$ cat config.mk
export PLATFORM = sky130hd
export DESIGN_NAME = pulse_period_meter
export DESIGN_NICKNAME = d
export VERILOG_FILES = /design/src/rtl/pulse_period_meter.sv
export SDC_FILE = /design/constraint.sdc
export NUM_CORES = 1
export LEC_CHECK = 0
export ABC_AREA = 1
export CAP_MARGIN = 40
export CORE_MARGIN = 4
export CORE_UTILIZATION = 60
export CTS_BUF_LIST = sky130_fd_sc_hd__clkbuf_2
export CTS_CLUSTER_SIZE = 12
export DETAILED_ROUTE_END_ITERATION = 16
export PLACE_DENSITY_LB_ADDON = 0.08
export SETUP_SLACK_MARGIN = 0.1
export SYNTH_ARGS = -nofsm -noshare
export SYNTH_HDL_FRONTEND = slang
export SYNTH_SLANG_ARGS = --single-unit
$ cat constraint.sdc
create_clock -name clk -period 2.65 [get_ports clk]
set_input_delay 0.3975 -clock clk [delete_from_list [all_inputs] [get_ports clk]]
set_output_delay 0.3975 -clock clk [all_outputs]
set_load 0.01 [all_outputs]
$ cat src/rtl/pulse_period_meter.sv
// Pulse period meter: measures clk cycles between rising edges of tick_in, tracks lock and signal loss.
// Optional input synchronizer enabled by defining PULSE_PERIOD_METER_SYNC_EN.
module pulse_period_meter #(
    parameter int unsigned WIDTH    = 32,
    parameter int unsigned EXPECTED = 1000000,
    parameter int unsigned TOL      = 1000,
    parameter int unsigned TIMEOUT  = 2000000,
    parameter int unsigned LOCK_N   = 4
) (
    input  logic             clk,
    input  logic             reset,
    input  logic             tick_in,
    input  logic             clear,
    output logic [WIDTH-1:0] period,
    output logic             period_valid,
    output logic             locked,
    output logic             stalled
);

    localparam int unsigned BOUND_W = WIDTH + 1;
    localparam int unsigned GOOD_W  = 4;

    // Bounds carry one extra bit so EXPECTED+TOL cannot wrap; the low bound clamps at zero.
    localparam logic [WIDTH:0] LO_BOUND =
        (EXPECTED > TOL) ? BOUND_W'(EXPECTED - TOL) : '0;
    localparam logic [WIDTH:0] HI_BOUND = BOUND_W'(EXPECTED) + BOUND_W'(TOL);

    localparam logic [WIDTH-1:0]  CNT_LAST    = WIDTH'(TIMEOUT - 1);
    localparam logic [GOOD_W-1:0] LOCK_TARGET = GOOD_W'(LOCK_N);

    typedef enum logic [1:0] {
        IDLE    = 2'd0,
        MEASURE = 2'd1,
        LOST    = 2'd2
    } state_t;

    state_t state, state_next;

    logic              s_in;
    logic              s;
    logic              s_prev;
    logic              tick_edge;

    logic [WIDTH-1:0]  cnt, cnt_next;
    logic [WIDTH-1:0]  period_next;
    logic              period_valid_next;
    logic [GOOD_W-1:0] good_cnt, good_cnt_next;
    logic              locked_next;
    logic              stalled_next;

    logic [WIDTH-1:0]  period_cand;
    logic              in_range;
    logic [GOOD_W-1:0] good_inc;

`ifdef PULSE_PERIOD_METER_SYNC_EN
    logic sync_a;
    logic sync_b;

    // Two-flop synchronizer for an asynchronous tick source.
    always_ff @(posedge clk or posedge reset) begin
        if (reset) begin
            sync_a <= 1'b0;
            sync_b <= 1'b0;
        end else begin
            sync_a <= tick_in;
            sync_b <= sync_a;
        end
    end

    assign s_in = sync_b;
`else
    assign s_in = tick_in;
`endif

    // Input register and previous-sample register for rising-edge detection.
    always_ff @(posedge clk or posedge reset) begin
        if (reset) begin
            s      <= 1'b0;
            s_prev <= 1'b0;
        end else begin
            s      <= s_in;
            s_prev <= s;
        end
    end

    assign tick_edge   = s & ~s_prev;
    assign period_cand = cnt + WIDTH'(1);
    assign in_range    = ({1'b0, period_cand} >= LO_BOUND) &&
                         ({1'b0, period_cand} <= HI_BOUND);
    assign good_inc    = (good_cnt == LOCK_TARGET) ? good_cnt : good_cnt + GOOD_W'(1);

    always_ff @(posedge clk or posedge reset) begin
        if (reset) begin
            state <= IDLE;
        end else begin
            state <= state_next;
        end
    end

    // Next-state and datapath update; clear overrides any edge or timeout.
    always_comb begin
        state_next        = state;
        cnt_next          = cnt;
        period_next       = period;
        period_valid_next = 1'b0;
        good_cnt_next     = good_cnt;
        locked_next       = locked;
        stalled_next      = stalled;

        if (clear) begin
            state_next    = IDLE;
            cnt_next      = '0;
            period_next   = '0;
            good_cnt_next = '0;
            locked_next   = 1'b0;
            stalled_next  = 1'b0;
        end else begin
            case (state)
                IDLE: begin
                    cnt_next = '0;
                    if (tick_edge) begin
                        state_next = MEASURE;
                    end
                end

                MEASURE: begin
                    if (tick_edge) begin
                        period_next       = period_cand;
                        period_valid_next = 1'b1;
                        cnt_next          = '0;
                        if (in_range) begin
                            good_cnt_next = good_inc;
                            locked_next   = (good_inc == LOCK_TARGET);
                        end else begin
                            good_cnt_next = '0;
                            locked_next   = 1'b0;
                        end
                    end else if (cnt == CNT_LAST) begin
                        // Signal lost: lock history is no longer meaningful.
                        state_next    = LOST;
                        cnt_next      = '0;
                        stalled_next  = 1'b1;
                        locked_next   = 1'b0;
                        good_cnt_next = '0;
                    end else begin
                        cnt_next = cnt + WIDTH'(1);
                    end
                end

                LOST: begin
                    cnt_next = '0;
                    if (tick_edge) begin
                        state_next = MEASURE;
                    end
                end

                default: begin
                    state_next = IDLE;
                    cnt_next   = '0;
                end
            endcase
        end
    end

    always_ff @(posedge clk or posedge reset) begin
        if (reset) begin
            cnt          <= '0;
            period       <= '0;
            period_valid <= 1'b0;
            good_cnt     <= '0;
            locked       <= 1'b0;
            stalled      <= 1'b0;
        end else begin
            cnt          <= cnt_next;
            period       <= period_next;
            period_valid <= period_valid_next;
            good_cnt     <= good_cnt_next;
            locked       <= locked_next;
            stalled      <= stalled_next;
        end
    end

endmodule

**After elaboration in Yosys (flattened, before gate mapping)**

Cells that the tools add are included.

- Register bits: 75
- Bits of input ports: 4
- Output and inout port bits: 35

- Add/subtract/negate cells: 2
- Order comparisons: 2
- Eq/ne operators: 9
- Multiplexer cells: 30
- Bitwise operators: 2
- Reduce and logical (&&, ||, !) cells: 11

Operator list:

| cell | number |
|---|---|
| $mux 32 | 7 |
| $add 32x1->32 const B | 1 |
| $eq 32x21->1 const B | 1 |
| $ge 32x20->1 const B | 1 |
| $le 32x20->1 const B | 1 |
| $mux 4 | 6 |
| $mux 1 | 12 |
| $eq 4x3->1 const B | 2 |
| $mux 2 | 4 |
| $ne 3x3->1 const B | 2 |
| $reduce_and 3->1 | 2 |
| $reduce_bool 2->1 | 3 |
| $add 4x1->4 const B | 1 |
| $pmux 2 s2 | 1 |
| $reduce_and 2->1 | 2 |
| $ne 3x1->1 const B | 1 |
| $reduce_bool 3->1 | 1 |
| $eq 2x1->1 const B | 1 |
| $eq 2x2->1 const B | 1 |
| $logic_not 2->1 | 1 |
| $ne 2x2->1 const B | 1 |
| $reduce_or 2->1 | 1 |
| $and 1x1->1 | 1 |
| $logic_and 1x1->1 | 1 |
| $not 1->1 | 1 |

**Logic depth before layout (Yosys ltp)**

- Word-level depth: 7
- Mapped depth: 17

**Worst setup path after synthesis**

No wires, ideal clock.

- Kind: register to register
- Start: register cnt[0]
- End: register good_cnt[0]
- Library setup time: 0.118 ns
- Arrival time: 1.833 ns
- Setup slack: 0.699 ns
- Stages on the path, launching flop included: 13
- Clock period less this slack: 1.951 ns
- Cells stage by stage: dfrtp_1 ha_1 nand3_2 inv_2 nand3b_1 nor2_1 nand2_1 xor2_1 nand3_1 nor2_2 nand2_1 nand3_1 nand2_1

- Word-level cells in the longest chain between the ends: 7
- Elaborated cells on any way between the ends: 11
- Those cells by class: add/sub: 1; order compare: 2; eq/ne: 1; mux: 4; reduce/logical: 3

RTL lines:

| element | line | RTL |
|---|---|---|
| from (decl) | 44 | `logic [WIDTH-1:0] cnt, cnt_next;` |
| from (signal assigned) | 174 | `cnt <= cnt_next;` |
| $add 32x1->32 | 87 | `assign period_cand = cnt + WIDTH'(1);` |
| $ge 32x20->1 / $le 32x20->1 (equally long branches) | 88, 89 |  |
| $logic_and 1x1->1 | 88 | `assign in_range = ({1'b0, period_cand} >= LO_BOUND) &&` |
| $mux 4 | 131 | `if (in_range) begin` |
| $mux 4 | 127 | `if (tick_edge) begin` |
| $mux 4 | 118 | `case (state)` |
| $mux 4 | 110 | `if (clear) begin` |
| to (signal assigned) | 177 | `good_cnt <= good_cnt_next;` |
| to (decl) | 47 | `logic [GOOD_W-1:0] good_cnt, good_cnt_next;` |

Parallel ways exist; a longest one is shown, timed or not. The select of a mux whose other input is x is not followed.
A chain may end at the register's enable or synchronous reset.

**Worst setup path after layout**

- Start: register cnt[8]
- End: register good_cnt[3]

Same word-level chain as after synthesis.

==> summary.txt <==
Pwr
  – Peak supply drop: 0.312 mV
  – Clock power frac: 0.402
  – Leakage power: 2.17 nW
  – Internal: 0.00158 W
  – Net Sw Frac: 0.235
  – Cell Pwr Density: 422 nW/µm²
  – Seq pwr share: 0.559
  – Combinational power share: 0.039
  – Sw power: 0.000487 W

Global route
  – Pin count of the biggest net entering global routing: 33
  – Gr ovfl total: 0
  – Number of global-route vias before repair: 4034
  – First-pass GRT wire length: 18900 µm
  – GRT Total Usage: 0.285
  – Initial antenna violation count: 0

Setup path
  – Crit path DAT: 2.82 ns
  – CP Capture Type: register
  – Nature of the critical path startpoint: register
  – Critical path class: register to register
  – CP max FO: 6
  – Register-to-Register Setup Slack: 0.31 ns
  – Req. time, crit path: 3.13 ns

Synth
  – Synth top area cells: dfrtp_1 45%, nand2_1 16%, nor2_1 8.7%
  – Gate Count Post-Synth: 592
  – Mapped cell area: 4180 µm²
  – Mapped Nets: 599
  – Syn avg cell area: 7.06 µm²
  – Post-synthesis register bit count: 75
  – Sequential area share after synthesis: 0.449
  – Distinct cells, synth: 29
  – Most common cell in the synthesized netlist: nand2_1
  – Yosys warns: 0
  – Post-synth EDFFs: 0
  – Area leader, netlist: dfrtp_1
  – Main synth FF type: dfrtp_1
  – Area share of the largest cell type after synthesis: 0.449
  – Post-synth ARST share: 1.00
  – Synth top cells by count: 178 x nand2_1, 97 x nor2_1, 91 x inv_1

STA
  – Worst-margin pin slew: 0.510 ns
  – Worst slew margin: 0.656
  – Fmax: 427 MHz
  – Period utilization: 0.883
  – Pins Over Slew Limit: 0
  – Final Hold Vio Count: 0
  – RSZ-0062 raised after global routing: no
  – Setup tns final: 0 ns
  – Final setup viols: 0
  – Clk_skew: 0.0377 ns
  – Period minus WS final: 2.34 ns

Die
  – I/O pins: 39
  – Die Y: 91.5 µm
  – Initial core utilization: 0.615
  – Die Wd: 91.5 µm
  – Die ar.: 8370 µm²
  – Core box area: 6790 µm²
  – Rows: 30

Routing
  – Vias per Instance: 5.31
  – DR vias: 3944
  – TritonRoute pass-1 iters: 5
  – Post-route DRC: 0
  – Drt first-iter violations: 193
  – Routed WL: 11000 µm
  – Final ANT Viol Nets: 0
  – Wire per inst: 14.8 µm

Placement
  – GPL Wtd Cong: 0.903
  – # placed instances: 727
  – DP HPWL: 8310 µm
  – Port Buffers: 38

Final layout
  – Final std cells w/o fill: 743
  – Layout cells sized above 1: 0.0958
  – Layout area overhead: 17.4%
  – Diode count: 0
  – Final nets: 649

Clock tree
  – CTS tree: yes
  – Resized cells post-CTS: 0
  – CTS Buf Count: 9
  – Hold buffer count at cts: 0
  – Skew-Pair Late Insertion Delay: 0.54 ns
  – Root buf cell: clkbuf_2
  – Clk buf depth: 2
  – Reg clk slew, reported paths: 0.24 ns
  – Post-CTS Setup Bufs: 0
  – Total clock sinks: 75
  – CTS H-tree lvls: 3

Hold path
  – Hold Path Class: primary input to async pin

Job
  – Max-Cap Viols: 0

Run status
  – Outcome: finished, final reports clean
per-stage QoR:
step | area (µm²) | utilization | hold WS, ns | total power, W | worst slack [ns]
final | 4910 | 0.722 | 0.193 | 0.00207 | 0.310
after global routing | 4910 | 0.722 | 0.169 | 0.00214 | 0.106
after CTS | 4900 | 0.721 | 0.184 | 0.00207 | 0.228
after detailed placement | 4740 | 0.697 | 0.380 | 0.00126 | 0.233
after global placement | 4740 | 0.697 | 0.361 | 0.00125 | 0.378
after floorplan | 4180 | - | 0.354 | 0.00122 | 0.343
sequential cells by signal (all words and copies together) (netlist names):
name	count
period	32
period_valid	1
state	2
s	1
s_prev	1
locked	1
good_cnt	4
stalled	1
cnt	32
layout make-up:
type                    instances  area (µm²)
multi-input cells             411        1920
fillers                       557        1890
flip-flops and latches         75        1880
repair buffers                 48         468
inverters                      97         364
well taps                      96         120
clock inverters                 7         115
clock buffers                   9        45.0
path summary, 6_finish.rpt:
kind	end	from	cells past startpoint
worst max-delay path	good_cnt[3]$_DFFE_PP0P_	cnt[8]$_DFF_PP0_	14
worst min-delay path	good_cnt[2]$_DFFE_PP0P_	reset	2
worst max register to register	good_cnt[3]$_DFFE_PP0P_	cnt[8]$_DFF_PP0_	14
worst min register to register	s_prev$_DFF_PP0_	s$_DFF_PP0_	0
max in group asynchronous	cnt[0]$_DFF_PP0_	reset	3
min in group clk	s$_DFF_PP0_	tick_in	1
cells in the final DEF (no fill, tap or decap), drive strengths merged:
| cell type | instances |
|---|---|
| and3 | 1 |
| clkdlybuf4s50 | 38 |
| nor4 | 3 |
| nand3b | 5 |
| dfrtp | 75 |
| clkinv | 4 |
| ha | 3 |
| nand2 | 192 |
| mux2i | 1 |
| clkbuf | 9 |
| nor2 | 109 |
| xor2 | 2 |
| o31ai | 1 |
| nor3 | 4 |
| buf | 10 |
| bufinv | 3 |
| nand3 | 38 |
| inv | 97 |
| a21oi | 4 |
| xnor2 | 2 |
| nand4 | 5 |
| o22ai | 32 |
| o21ai | 8 |
| o21bai | 1 |
metal layers:
metal,vias to the layer above,part of all wire,track usage
li1,1943,-,-
met3,30,0.041,0.0406
met1,1862,0.45,0.371
met4,0,0.032,0.124
met5,-,0,0
met2,109,0.47,0.470
power groups by stage:
stage          registers (W)  clock network [W]   logic, W
2_1_floorplan        0.00118                  0  0.0000458
3_3_place_gp         0.00118                  0  0.0000790
3_5_place_dp         0.00118                  0  0.0000815
4_1_cts              0.00116           0.000832  0.0000820
5_1_grt              0.00116           0.000893  0.0000916
6_report             0.00116           0.000831  0.0000809
kinds of logic after synthesis:
logic type | synth area share
compound gates | 0.0667
xor+xnor | 0.00838
fa+ha+maj | 0.00898
buf+inv | 0.0952
flops | 0.449
mux | 0.00239
simple gates | 0.369
critical path, cell delays in order (launching register included):
cell,delay (ns)
dfrtp_1,0.49
nand2_1,0.15
nor2_2,0.21
nand2_1,0.13
nor2_4,0.22
nand2_1,0.10
nand2_2,0.13
nand2_2,0.09
a21oi_2,0.12
nand2_1,0.06
nor2_1,0.21
nand2_1,0.10
nand2_2,0.11
nand3_1,0.09
nand2_1,0.07
Power figures use the tool's default switching activity.
